<file path="config.mk">
export PLATFORM = sky130hd
export DESIGN_NAME = bcd_counter_n
export DESIGN_NICKNAME = d
export VERILOG_FILES = /design/src/rtl/bcd_counter_n.sv
export SDC_FILE = /design/constraint.sdc
export NUM_CORES = 1
export LEC_CHECK = 0
export ABC_AREA = 1
export BUFFER_PORTS_ARGS = -buffer_cell sky130_fd_sc_hd__buf_4
export CAP_MARGIN = 20
export CORE_ASPECT_RATIO = 0.6
export CORE_UTILIZATION = 35
export CTS_CLUSTER_DIAMETER = 50
export DETAILED_ROUTE_END_ITERATION = 6
export GPL_TIMING_DRIVEN = 0
export SLEW_MARGIN = 5
export SYNTH_ARGS = -nofsm -noshare
export SYNTH_HDL_FRONTEND = slang
export SYNTH_SLANG_ARGS = --single-unit
export TNS_END_PERCENT = 100
</file>
<file path="constraint.sdc">
create_clock -name clk -period 2 [get_ports clk]
set_clock_uncertainty 0.15 [all_clocks]
set_input_delay 0.2 -clock clk [delete_from_list [all_inputs] [get_ports clk]]
set_output_delay 0.2 -clock clk [all_outputs]
set_load 0.01 [all_outputs]
</file>
<file path="src/rtl/bcd_counter_n.sv">
// -----------------------------------------------------------------------------
// bcd_counter_n
//   N-digit BCD up/down counter with per-digit ripple enables, parallel load,
//   direction control and a wrap/saturate mode at terminal count.
//
// Parameters
//   DIGITS   number of BCD digits (>= 2)
//   WRAP     1: roll over at terminal count, 0: hold at terminal count
//
// Ports
//   clk       in   rising-edge clock
//   reset     in   synchronous, active-high reset
//   en        in   count enable for digit 0
//   up        in   1 = count up, 0 = count down
//   load      in   synchronous parallel load (beats en)
//   load_val  in   BCD load value, digit i at [4i+3:4i]
//   q         out  registered BCD count, digit 0 least significant
//   ena       out  ena[i-1] = digit i steps this cycle (combinational)
//   ovf       out  registered pulse: terminal-count event on the last edge
//   bad_load  out  registered pulse: last load carried a nibble > 9
// -----------------------------------------------------------------------------
module bcd_counter_n #(
    parameter int DIGITS = 4,
    parameter bit WRAP   = 1'b1
) (
    input  logic                clk,
    input  logic                reset,
    input  logic                en,
    input  logic                up,
    input  logic                load,
    input  logic [4*DIGITS-1:0] load_val,
    output logic [4*DIGITS-1:0] q,
    output logic [DIGITS-2:0]   ena,
    output logic                ovf,
    output logic                bad_load
);

    // Up step of one BCD digit: 9 rolls to 0.
    function automatic logic [3:0] bcd_inc(input logic [3:0] d);
        if (d >= 4'd9) begin
            return 4'd0;
        end else begin
            return d + 4'd1;
        end
    endfunction

    // Down step of one BCD digit: 0 rolls to 9.
    function automatic logic [3:0] bcd_dec(input logic [3:0] d);
        if (d == 4'd0) begin
            return 4'd9;
        end else if (d > 4'd9) begin
            return 4'd9;
        end else begin
            return d - 4'd1;
        end
    endfunction

    // Replace a non-decimal nibble by zero.
    function automatic logic [3:0] bcd_clean(input logic [3:0] d);
        if (d > 4'd9) begin
            return 4'd0;
        end else begin
            return d;
        end
    endfunction

    logic [4*DIGITS-1:0] r_q;
    logic                r_ovf;
    logic                r_bad_load;

    logic [DIGITS-1:0]   w_run9;     // all digits below i are 9
    logic [DIGITS-1:0]   w_run0;     // all digits below i are 0
    logic                w_all9;
    logic                w_all0;
    logic                w_term;
    logic                w_sat;      // saturating hold at terminal count
    logic [DIGITS-1:0]   w_step;
    logic [4*DIGITS-1:0] w_next_q;
    logic [4*DIGITS-1:0] w_load_q;
    logic                w_load_bad;

    // Ripple-carry prefix of "lower digits at 9 / at 0" for every digit.
    always_comb begin
        logic v_a9;
        logic v_a0;
        v_a9   = 1'b1;
        v_a0   = 1'b1;
        w_run9 = '0;
        w_run0 = '0;
        for (int i = 0; i < DIGITS; i++) begin
            w_run9[i] = v_a9;
            w_run0[i] = v_a0;
            v_a9 = v_a9 & (r_q[4*i +: 4] == 4'd9);
            v_a0 = v_a0 & (r_q[4*i +: 4] == 4'd0);
        end
        w_all9 = v_a9;
        w_all0 = v_a0;
    end

    // Terminal count, per-digit step decisions and the next count value.
    always_comb begin
        w_term   = up ? w_all9 : w_all0;
        w_sat    = en & w_term & (WRAP == 1'b0);
        w_step   = '0;
        w_next_q = r_q;
        for (int i = 0; i < DIGITS; i++) begin
            w_step[i] = en & ~w_sat & (up ? w_run9[i] : w_run0[i]);
            if (w_step[i]) begin
                w_next_q[4*i +: 4] = up ? bcd_inc(r_q[4*i +: 4]) : bcd_dec(r_q[4*i +: 4]);
            end else begin
                w_next_q[4*i +: 4] = r_q[4*i +: 4];
            end
        end
    end

    // Sanitised load value and detection of non-decimal nibbles.
    always_comb begin
        w_load_q   = '0;
        w_load_bad = 1'b0;
        for (int i = 0; i < DIGITS; i++) begin
            w_load_q[4*i +: 4] = bcd_clean(load_val[4*i +: 4]);
            w_load_bad         = w_load_bad | (load_val[4*i +: 4] > 4'd9);
        end
    end

    // Ripple enables for digits 1..DIGITS-1; suppressed whenever the edge is
    // a reset or load so downstream logic never sees a phantom step.
    always_comb begin
        if (reset || load) begin
            ena = '0;
        end else begin
            ena = w_step[DIGITS-1:1];
        end
    end

    // State registers: reset beats load beats counting.
    always_ff @(posedge clk) begin
        if (reset) begin
            r_q        <= '0;
            r_ovf      <= 1'b0;
            r_bad_load <= 1'b0;
        end else if (load) begin
            r_q        <= w_load_q;
            r_ovf      <= 1'b0;
            r_bad_load <= w_load_bad;
        end else begin
            r_q        <= w_next_q;
            r_ovf      <= en & w_term;
            r_bad_load <= 1'b0;
        end
    end

    assign q        = r_q;
    assign ovf      = r_ovf;
    assign bad_load = r_bad_load;

endmodule

</file>
* Word-level counts from Yosys, hierarchy flattened
Cells that the tools add are included.
Operators by class: muxes and demuxes 30, eq/ne operators 4, $add $sub $neg 8, reductions and logical operators 11, bitwise gates (word level) 14, order comparisons 12
Operators by type and width (number):
- 4-bit 2-to-1 mux | 24
- 4-bit greater-than comparator, second input constant | 8
- 4-bit by 1-bit adder with 4-bit output, second input constant | 4
- 4-bit equality test, second input constant | 4
- 4-bit >= comparator, second input constant | 4
- 4-bit zero test | 4
- 16-bit 2-to-1 mux | 1
- 4-bit by 1-bit subtractor with 4-bit output, second input constant | 4
- 1-bit bitwise AND | 10
- 2-bit nonzero test | 4
- 1-bit 2-to-1 mux | 4
- 2-bit OR reduction | 2
- 3-bit 2-to-1 mux | 1
- 1-bit OR | 3
- 1-bit logical OR | 1
- 1-bit NOT | 1
Storage, ports and cells: output and inout bits 21, input bits 21, word-level logic and storage cells 85, register bits 18

* Longest topological paths before layout
Gate-level depths: netlist of the first run.
depth after elaboration 7, depth in mapped cells 12, mapped depth without buffers 12

* Worst setup path after synthesis of the first run
Ideal clock, no wire load.
path type flip-flop to flip-flop, start reg r_q[0], in the netlist q[0], end reg r_q[4], in the netlist q[4], stages on the path, launching flop included 11, required time 1.733 ns, setup time 0.117 ns, arrival 1.375 ns, clock period less this slack 1.642 ns, setup slack 0.358 ns, path buffers 0, cell sequence dfxtp_1 inv_1 ha_1 nand2_4 nor2_4 nor2_2 nor2_2 nand2_2 nand2_4 o21ai_0 nor2_1
On the way: longest elaborated chain between the ends 4, elaborated cells between the ends (all ways) 5, those cells by class eq/ne (1); mux (1); bitwise (1); reduce/logical (2)
RTL lines:
- start: declaration | line 67 | logic [4*DIGITS-1:0] r_q;
- start signal: assignment | line 143 | r_q <= w_load_q;
- start signal: assignment | line 147 | r_q <= w_next_q;
- 4-bit equality test or 4-bit zero test (tied branches) | line 93, 94
- 1-bit 2-to-1 mux (*) | line 107 | w_step[i] = en & ~w_sat & (up ? w_run9[i] : w_run0[i]);
- 1-bit bitwise AND (*) | line 107
- 2-bit nonzero test (no line) (*)
Every way passes the cells marked *; elsewhere a longest branch is shown, timed or not. A chain may end at the register's enable or synchronous reset.

* Worst setup path after layout of the first run
start reg r_q[0], in the netlist q[0], end out ena[2]
On the way: longest elaborated chain between the ends 6, elaborated cells between the ends (all ways) 9, those cells by class eq/ne (1); mux (2); bitwise (5); reduce/logical (1)
RTL lines:
- 4-bit equality test or 4-bit zero test (tied branches) | line 93, 94
- 1-bit bitwise AND, on equally long branches (2 in series) | line 93, 94
- 1-bit 2-to-1 mux (*) | line 107
- 1-bit bitwise AND (*) | line 107
- 3-bit 2-to-1 mux (*) | line 129 | if (reset || load) begin
- end: declaration | line 33 | output logic [DIGITS-2:0] ena,
Marks and branches as above.

==> impl_metrics.csv, run 1 <==
group,metric,value,unit
timing,final_hold_viol_count,0,
floorplanning,initial_core_util,37.5,%
global_route,grt_start_max_net_pins,11,
run_status,outcome,"complete, no violations",
floorplanning,die-width,98.4,um
drt,post-route-drc-count,0,
setup_path,timing.critical_path.slowest_stage_cell,"sky130_fd_sc_hd__dfxtp_4",
global_route,vias_in_the_first_global_route,1987,
floorplanning,core-area,5200,um2
timing,worst_slack,43.4,ps
global_route,gr-usage-all-layers,21.3,%
pwr,power.static_leakage,1.28,nW
yosys,ys_warn_count,0,
placed_design,numPortBuffers,41,
setup_path,worstPathMaxFanout,3,
clocking,cts_root_buf,"sky130_fd_sc_hd__clkbuf_8",
cells_and_area,syn_to_final_growth,37.2,%
clocking,cts_sinks,18,
pwr,ir_worst_vdd,250,uV
floorplanning,num_rows,20,
floorplanning,ioPinCount,42,
yosys,syn-mean-instance-area,6.44,um2
min_path,hold_path.class,"input port to flip-flop",
timing,timing.max_slew.rel_slack,63.6,%
cells_and_area,n_fill_cell,518,
setup_path,worstSetupPathType,"flip-flop to primary output",
setup_path,critical_path.startpoint_type,"flip-flop",
floorplanning,die_y,59.8,um
floorplanning,die-area,5890,um2
pwr,power.switching,0.585,mW
pwr,pwr_density_cell,533,nW/um2
clocking,max-clock-path-buffers,2,
placed_design,detailedPlace.worstSlack,108,ps
timing,final-max-slew-violation-count,0,
clocking,htree_levels,1,
yosys,synth_largest_area_cell,"sky130_fd_sc_hd__dfxtp_1",
timing,max_freq,511,MHz
min_path,holdPathStages,5,
global_route,initial_antenna_violation_count,0,
cells_and_area,number_of_nets_in_the_finished_design,405,
pwr,combinationalPowerShare,49.8,%
setup_path,cell_repeated_most_along_the_worst_path,"sky130_fd_sc_hd__nand2_4",
yosys,synth-seq-cells,18,
timing,min_period,1960,ps
setup_path,crit_path_required_time,1650,ps
pwr,swShare,41.0,%
setup_path,worst_path_largest_cell_delay,370,ps
drt,route.detailed.vias_per_inst,5.27,
cells_and_area,antenna_cells,0,
setup_path,timing.critical_path.cells,"inv_4, ha_4, nand2_4, nor2_4, nand3_1, nand2_2, nand2_4, nor3_4, buf_6",
setup_path,r2r.worst_path.cells,10,
clocking,clock_insertion_delay_worst_skew,260,ps
yosys,syn-instance-count,303,
clocking,tritoncts,"built",
clocking,num_cts_buffers,3,
drt,length_of_the_first_detailed_routing_pass_in_iterations,6,
clocking,clkSlewWorstSetupHoldPaths,80,ps
timing,report.final.setup_viol,0,
drt,route.antenna.remaining_nets,0,
placed_design,routability_congestion,0.894,
yosys,syn-cell-area,1950,um2
placed_design,dpl.hpwl,4330,um
flow_run,max_cap_viol_count,0,
yosys,synthDistinctLibCells,35,
timing,worst_hold_slack,124,ps
timing,worstMarginPinSlew,546,ps
pwr,intPower,0.842,mW
setup_path,timing.critical_path.arrival,1610,ps
drt,via_count,2277,
global_route,grt-ovfl-total,0,
cells_and_area,layout-drive-gt1-share,35.0,%
drt,drt-total-wl,6070,um
setup_path,crit_path_end_kind,"primary output",
yosys,post-synth-top-area-fraction,18.5,%
global_route,grt_pass1_wl,9870,um
yosys,synth-seq-area-share,18.5,%
pwr,clock_power_share,19.8,%
yosys,largest_cells_by_area_after_synthesis,"sky130_fd_sc_hd__dfxtp_1, sky130_fd_sc_hd__nand2_1, sky130_fd_sc_hd__ha_1, sky130_fd_sc_hd__nand3_1, sky130_fd_sc_hd__nor2_1",
pwr,power.share.sequential,30.4,%
timing,post-route-period-util,97.8,%
drt,post_drt_wl_per_cell,14.1,um
yosys,syn_nets,340,
drt,detailedRoute.firstIterationViolations,107,
[cells in the final DEF, fill, tap and decap left out, types with 3 or more instances in the layout]
master / count
sky130_fd_sc_hd__buf_4: 61
sky130_fd_sc_hd__nand2_1: 52
sky130_fd_sc_hd__nand3_1: 35
sky130_fd_sc_hd__nor2_1: 33
sky130_fd_sc_hd__o21ai_0: 22
sky130_fd_sc_hd__inv_1: 18
sky130_fd_sc_hd__a21oi_1: 16
sky130_fd_sc_hd__dfxtp_1: 12
sky130_fd_sc_hd__ha_1: 10
sky130_fd_sc_hd__xor2_1: 9
sky130_fd_sc_hd__nand2_2: 8
sky130_fd_sc_hd__inv_4: 6
sky130_fd_sc_hd__buf_6: 6
sky130_fd_sc_hd__nor2_2: 6
sky130_fd_sc_hd__inv_2: 6
sky130_fd_sc_hd__o21ai_1: 6
sky130_fd_sc_hd__ha_4: 6
sky130_fd_sc_hd__dfxtp_4: 6
sky130_fd_sc_hd__nand2_4: 5
sky130_fd_sc_hd__nor2_4: 4
sky130_fd_sc_hd__nand3_2: 4
sky130_fd_sc_hd__a31oi_1: 4
sky130_fd_sc_hd__nand4_1: 4
sky130_fd_sc_hd__nor3_1: 3
sky130_fd_sc_hd__xnor2_1: 3
sky130_fd_sc_hd__clkbuf_8: 3
[critical path, delay by kind of cell, from the launching register on]
family | cells | cell delay, ps
fa+ha+maj | 1 | 130
buf+inv | 2 | 210
simple gates | 6 | 630
flops | 1 | 370
[cell families after synthesis]
family	count (synthesis)	share of synthesized area [%]
and+or+nand+nor	157	38.9
AOI/OAI and AO/OA	56	15.8
buffers and inverters	44	11.2
DFF	18	18.5
adders and majority gates	16	10.3
xor gates and xnor gates	12	5.39
[timing repair]
action                                  4_1_cts  5_1_grt
gates resized for setup                      41        4
hold buffers                                  1        0
buffers inserted                             15        3
endpoints found under the hold margin         2        0
endpoints found under the setup margin        3        2
pin swaps                                     8        6
[final cells by class]
cell class	instances	area, um2	area share, %
timing repair buffer	60	457	17.0
inverter	32	138	5.14
sequential	18	383	14.3
clock buffer	3	41.3	1.54
buffer	12	96.3	3.60
tap	66	82.6	3.08
multi-input combinational	241	1480	55.3
[power by group through the flow]
stage          combinational (mW)  sequential, mW  clock (mW)
2_1_floorplan               0.404           0.447           0
4_1_cts                     0.683           0.432       0.284
3_3_place_gp                0.589           0.442           0
6_report                    0.711           0.434       0.282
5_1_grt                     0.782           0.438       0.310
3_5_place_dp                0.590           0.442           0
[sequential cells by signal (all words and copies together), names as in the netlist]
signal	count
bad_load	1
q	16
ovf	1
[per-layer routing]
metal / track usage [%] / share of wire, %
met4: 1.92 / 0.066
met2: 33.4 / 43
met5: 0 / 0
met3: 3.86 / 7.5
met1: 31.5 / 50
[metrics by stage]
stage / TNS, ps / area, um2 / utilization, % / std cells / power [mW]
finish: 0 / 2680 / 51.5 / 432 / 1.43
global route: -32.1 / 2680 / 51.5 / 432 / 1.53
CTS: 0 / 2640 / 50.6 / 429 / 1.40
detailed placement: 0 / 2340 / 45.0 / 410 / 1.03
global placement: 0 / 2340 / 45.0 / 410 / 1.03
floorplan: 0 / 1950 / - / 303 / 0.851
[Yosys cell counts]
cell type and count:
sky130_fd_sc_hd__clkbuf_1 1, sky130_fd_sc_hd__a31oi_1 4, sky130_fd_sc_hd__o21ai_0 22, sky130_fd_sc_hd__inv_2 6
sky130_fd_sc_hd__nand2_1 54, sky130_fd_sc_hd__a21oi_1 16, sky130_fd_sc_hd__nor2_4 1, sky130_fd_sc_hd__o21ai_2 1
sky130_fd_sc_hd__nand2_4 4, sky130_fd_sc_hd__a311oi_1 1, sky130_fd_sc_hd__nand2_2 7, sky130_fd_sc_hd__nor2_1 34
sky130_fd_sc_hd__clkinv_2 2, sky130_fd_sc_hd__nand3_2 4, sky130_fd_sc_hd__buf_2 2, sky130_fd_sc_hd__nand3_1 35
sky130_fd_sc_hd__nor3_1 3, sky130_fd_sc_hd__nand4_1 4, sky130_fd_sc_hd__o21ai_1 6, sky130_fd_sc_hd__o31ai_1 2
sky130_fd_sc_hd__a21oi_2 1, sky130_fd_sc_hd__nor3_2 1, sky130_fd_sc_hd__buf_4 3, sky130_fd_sc_hd__xnor2_1 3
sky130_fd_sc_hd__nor4_1 1, sky130_fd_sc_hd__xor2_1 9, sky130_fd_sc_hd__o22ai_1 1, sky130_fd_sc_hd__o211ai_1 2
sky130_fd_sc_hd__ha_1 16, sky130_fd_sc_hd__nor2_2 8, sky130_fd_sc_hd__dfxtp_1 18, sky130_fd_sc_hd__buf_1 1
sky130_fd_sc_hd__inv_1 24, sky130_fd_sc_hd__nand3b_1 1, sky130_fd_sc_hd__buf_6 5
[path summary, 6_finish.rpt]
path | slack, ps | from | to
worst max-delay path | 40 | q[0] | ena[2]
worst min-delay path | 120 | load_val[15] | q[15]
worst max register to register | 220 | q[4] | q[7]
worst min register to register | 510 | q[11] | q[11]
Power figures use the tool's default switching activity.
==> inputs of run 2 (changes only) <==
REMOVE_ABC_BUFFERS = 1   (was unset)
clock period = 2.5 ns   (was 2 ns; I/O delays follow)
==> run 2 against run 1 <==
Net effect: critical endpoint unchanged; largest cell class unchanged; cell area fell by 14%; highest routed layer unchanged; critical path depth fell by 4; combinational power fell by 39%.
==> impl_metrics.csv, run 2 (synthesis gave the netlist of run 1 again) <==
group,metric,value,unit
run_status,outcome,"complete, no violations",
setup_path,timing.critical_path.cells,"buf_4, inv_1, nand2_1, nor3_2, buf_4",
placed_design,dpl.hpwl,3890,um
drt,post_drt_wl_per_cell,12.6,um
min_path,hold_path.class,"input port to flip-flop",
drt,length_of_the_first_detailed_routing_pass_in_iterations,6,
drt,drt-total-wl,5050,um
drt,detailedRoute.firstIterationViolations,100,
drt,post-route-drc-count,0,
pwr,intPower,0.633,mW
clocking,cts_sinks,18,
cells_and_area,layout_commonest_cell,"sky130_fd_sc_hd__nand2_1",
setup_path,crit_path_end_kind,"primary output",
timing,timing.max_slew.rel_slack,45.3,%
setup_path,worstPathMaxFanout,23,
setup_path,worstSetupStartpoint,"load",
global_route,gr-usage-all-layers,17.8,%
global_route,grt_start_max_net_pins,24,
cells_and_area,number_of_nets_in_the_finished_design,374,
timing,final_hold_viol_count,0,
floorplanning,core-area,5200,um2
timing,max_freq,459,MHz
setup_path,crit-reg2reg-launch,"q[0]",
timing,worstMarginPinSlew,819,ps
timing,report.final.setup_viol,0,
drt,via_count,2003,
cells_and_area,syn_to_final_growth,17.9,%
clocking,cts_hold_repair.buffers,0,
setup_path,critical_path.startpoint_type,"input port",
floorplanning,die_y,59.8,um
timing,min_period,2180,ps
clocking,clock_insertion_delay_worst_skew,260,ps
flow_run,max_cap_viol_count,0,
timing,post-route-period-util,87.1,%
timing,final-max-slew-violation-count,0,
setup_path,worst_path_largest_cell_delay,620,ps
timing,unrepaired_setup_endpoints_after_global_routing,"no",
setup_path,timing.critical_path.arrival,1780,ps
clocking,tritoncts,"built",
placed_design,routability_congestion,0.854,
clocking,cts_resized,0,
floorplanning,ioPinCount,42,
clocking,cts_root_buf,"sky130_fd_sc_hd__clkbuf_8",
pwr,power.switching,0.414,mW
pwr,power.share.sequential,34.9,%
floorplanning,num_rows,20,
pwr,power.static_leakage,1.12,nW
drt,route.antenna.remaining_nets,0,
cells_and_area,n_fill_cell,571,
setup_path,crit_path_required_time,2100,ps
clocking,htree_levels,1,
clocking,clkSlewWorstSetupHoldPaths,80,ps
pwr,ir_worst_vdd,186,uV
pwr,finalPower,1.05,mW
global_route,grt_pass1_wl,8390,um
timing,timing.setup.tns,0,ps
cells_and_area,layout-drive-gt1-share,23.8,%
cells_and_area,largest_register_ffs,16,
global_route,grt-ovfl-total,0,
floorplanning,die-area,5890,um2
cells_and_area,most_frequent_cells_in_the_layout,"sky130_fd_sc_hd__nand2_1, sky130_fd_sc_hd__buf_4, sky130_fd_sc_hd__nand3_1",
global_route,vias_in_the_first_global_route,1828,
pwr,clock_power_share,23.9,%
clocking,max-clock-path-buffers,2,
setup_path,timing.critical_path.slowest_stage_cell,"sky130_fd_sc_hd__inv_1",
setup_path,worstSetupPathType,"input port to primary output",
setup_path,cell_repeated_most_along_the_worst_path,"sky130_fd_sc_hd__buf_4",
clocking,post-cts-setup-buffers,0,
pwr,pwr_density_cell,455,nW/um2
cells_and_area,antenna_cells,0,
pwr,combinationalPowerShare,41.2,%
placed_design,numPortBuffers,41,
floorplanning,initial_core_util,37.5,%
min_path,hold_path_startpoint,"reset",
pwr,swShare,39.5,%
global_route,initial_antenna_violation_count,0,
clocking,num_cts_buffers,3,
floorplanning,die-width,98.4,um
drt,route.detailed.vias_per_inst,4.98,
-- run 2: final timing paths --
path / endpoint / slack [ps] / cells past startpoint
hold / removal: q[8] / 10 / 2
setup reg to reg: q[6] / 640 / 10
hold reg to reg: q[9] / 440 / 2
setup / recovery: ena[2] / 320 / 5
-- run 2: layout make-up --
type	instances	area [um2]	area share (%)
well taps	66	82.6	3.59
inverters	32	123	5.33
multi-input cells	241	1370	59.7
clock buffers	4	55.1	2.39
flip-flops and latches	18	360	15.7
repair buffers	41	308	13.4
-- run 2: critical path: cells and delay by family --
kind | cells | cell delay [ps]
buf+inv | 3 | 970
simple gates | 2 | 560
-- run 2: through the flow --
stage	std cells	utilization (%)	setup slack [ps]	hold slack [ps]	instance area, um2
floorplan	291	-	822	162	1860
global placement	398	43.1	343	284	2250
detailed placement	398	43.1	339	285	2250
CTS	402	44.2	332	1.15	2300
global route	402	44.2	146	2.31	2300
finish	402	44.2	323	11.0	2300
-- run 2: metal layers --
layer	track usage (%)	wire [um]	vias to the layer above
li1	-	-	1064
met1	25.7	2800	900
met2	27.4	2000	37
met3	4.80	231	2
met4	1.92	13	0
met5	0	0	-
-- run 2: power by group through the flow --
stage	Clock, mW	Combinational (mW)	Sequential, mW
6_report	0.251	0.431	0.365
4_1_cts	0.258	0.431	0.365
5_1_grt	0.268	0.489	0.370
2_1_floorplan	0	0.283	0.371
3_3_place_gp	0	0.427	0.371
3_5_place_dp	0	0.428	0.372
==> inputs of run 3 (changes only) <==
CTS_CLUSTER_DIAMETER = 100   (was 50)
clock period = 2.35 ns   (was 2.5 ns; I/O delays follow)
==> run 3 against run 2 <==
Net effect: the flow now finishes with violations (design-rule violations); combinational power grew 7.2%; sequential power grew 6.3%; non-clock buffer count grew 1; global-route usage grew 0.052 points; utilization grew 0.26 points; critical path type is now flip-flop to primary output; critical endpoint is now ena[0]; largest cell class unchanged.
==> impl_metrics.csv, run 3 (synthesis gave the netlist of run 1 again) <==
group,metric,value,unit
run_status,outcome,"finished, violations left",
run_status,failed_checks,"design-rule violations",
timing,report.final.setup_viol,0,
setup_path,crit_path_end_kind,"primary output",
timing,min_period,2150,ps
placed_design,routability_congestion,0.854,
pwr,clock_power_share,23.8,%
drt,route.detailed.vias_per_inst,4.99,
drt,via_count,2010,
min_path,hold_path_startpoint,"load_val[0]",
global_route,initial_antenna_violation_count,0,
global_route,gr-usage-all-layers,17.9,%
timing,final_hold_viol_count,0,
clocking,cts_root_buf,"sky130_fd_sc_hd__clkbuf_8",
cells_and_area,syn_to_final_growth,18.6,%
flow_run,max_cap_viol_count,0,
drt,post_drt_wl_per_cell,12.6,um
global_route,grt-ovfl-total,0,
pwr,combinationalPowerShare,41.4,%
pwr,finalPower,1.12,mW
cells_and_area,antenna_cells,0,
timing,timing.setup.tns,0,ps
floorplanning,die-area,5890,um2
clocking,max-clock-path-buffers,2,
setup_path,r2r.worst_path.cells,10,
floorplanning,die-width,98.4,um
setup_path,worstPathMaxFanout,7,
timing,post-route-period-util,91.5,%
clocking,cts_sinks,18,
min_path,holdPathStages,3,
pwr,intPower,0.675,mW
placed_design,placed_instances,398,
timing,unrepaired_setup_endpoints_after_global_routing,"no",
timing,final-max-slew-violation-count,0,
drt,post-route-drc-count,1,
clocking,htree_levels,1,
timing,worstMarginPinSlew,820,ps
clocking,num_cts_buffers,3,
setup_path,crit_path_required_time,1970,ps
timing,worst_slack,199,ps
placed_design,numPortBuffers,41,
setup_path,critical_path.startpoint_type,"flip-flop",
cells_and_area,stdcell_count,403,
cells_and_area,postLayoutCoreUtil,44.5,%
clocking,clkSlewWorstSetupHoldPaths,70,ps
clocking,clock_insertion_delay_worst_skew,260,ps
placed_design,detailedPlace.worstSlack,219,ps
pwr,power.share.sequential,34.8,%
setup_path,worstSetupPathType,"flip-flop to primary output",
placed_design,placedInstanceArea,2250,um2
pwr,ir_worst_vdd,197,uV
pwr,pwr_density_cell,482,nW/um2
pwr,power.static_leakage,1.12,nW
setup_path,crit-reg2reg-launch,"q[0]",
global_route,grt_pass1_wl,8420,um
timing,max_freq,465,MHz
global_route,grt_start_max_net_pins,24,
setup_path,destination_of_the_worst_register_to_register_timing_path,"q[6]",
clocking,tritoncts,"built",
drt,detailedRoute.firstIterationViolations,91,
cells_and_area,layout-drive-gt1-share,24.0,%
setup_path,reg2reg_slack,490,ps
cells_and_area,largest_register_ffs,16,
setup_path,timing.critical_path.arrival,1770,ps
min_path,whs_endpoint,"q[0]",
pwr,swShare,39.5,%
cells_and_area,number_of_nets_in_the_finished_design,375,
pwr,power.switching,0.441,mW
floorplanning,ioPinCount,42,
drt,length_of_the_first_detailed_routing_pass_in_iterations,7,
cells_and_area,finalInstanceArea,2310,um2
timing,timing.max_slew.rel_slack,45.3,%
floorplanning,num_rows,20,
floorplanning,core-area,5200,um2
timing,worst_hold_slack,151,ps
drt,drt-total-wl,5070,um
min_path,hold_path.class,"input port to flip-flop",
placed_design,dpl.hpwl,3890,um
floorplanning,initial_core_util,37.5,%
global_route,vias_in_the_first_global_route,1837,
floorplanning,die_y,59.8,um
drt,route.antenna.remaining_nets,0,
cells_and_area,most_frequent_cells_in_the_layout,"sky130_fd_sc_hd__nand2_1, sky130_fd_sc_hd__buf_4, sky130_fd_sc_hd__nand3_1",
cells_and_area,layout_commonest_cell,"sky130_fd_sc_hd__nand2_1",
## run 3: worst max-delay path, stage by stage (launching register included)
cell	delay (ps)
sky130_fd_sc_hd__dfxtp_1	460
sky130_fd_sc_hd__inv_1	120
sky130_fd_sc_hd__ha_1	260
sky130_fd_sc_hd__nand2_4	90
sky130_fd_sc_hd__nor2_4	30
sky130_fd_sc_hd__nor2_2	130
sky130_fd_sc_hd__nor2_2	70
sky130_fd_sc_hd__nand2_2	120
sky130_fd_sc_hd__nor2_1	70
sky130_fd_sc_hd__buf_4	150
## run 3: power by group through the flow
stage                     Combinational, mW  Sequential, mW  Clock (mW)
final                                 0.462           0.388       0.266
after CTS                             0.460           0.388       0.274
after detailed placement              0.455           0.395           0
after global placement                0.455           0.395           0
after global routing                  0.522           0.394       0.285
after floorplan                       0.301           0.394           0
## run 3: layer usage
metal  GRT usage [%]  vias to the layer above  share of wire [%]
li1                -                     1066                  -
met2            27.6                       38                 40
met4            1.92                        0               0.26
met3            4.80                        2                4.6
met5               0                        -                  0
met1            25.7                      904                 55
## run 3: worst max-delay path by stage
stage / from / end / slack [ps]
final: q[0] / ena[0] / 200
after global routing: load / ena[2] / 30
after CTS: reset / ena[2] / 20
after detailed placement: load / ena[2] / 220
after global placement: load / ena[2] / 220
after floorplan: q[0] / q[4] / 670
## run 3: cell type report
cell class	count	area (um2)
Timing Repair Buffer	42	318
Clock buffer	4	55.1
Inverter	32	126
Tap cell	66	82.6
Sequential cell	18	360
Fill cell	571	2890
Multi-Input combinational cell	241	1370
## run 3: what timing repair did
action / in CTS / in global routing
setup endpoints to repair: 0 / 3
gates resized for setup: 0 / 1
buffers inserted: 0 / 0
hold buffers: 1 / 0
hold endpoints to repair: 1 / 0
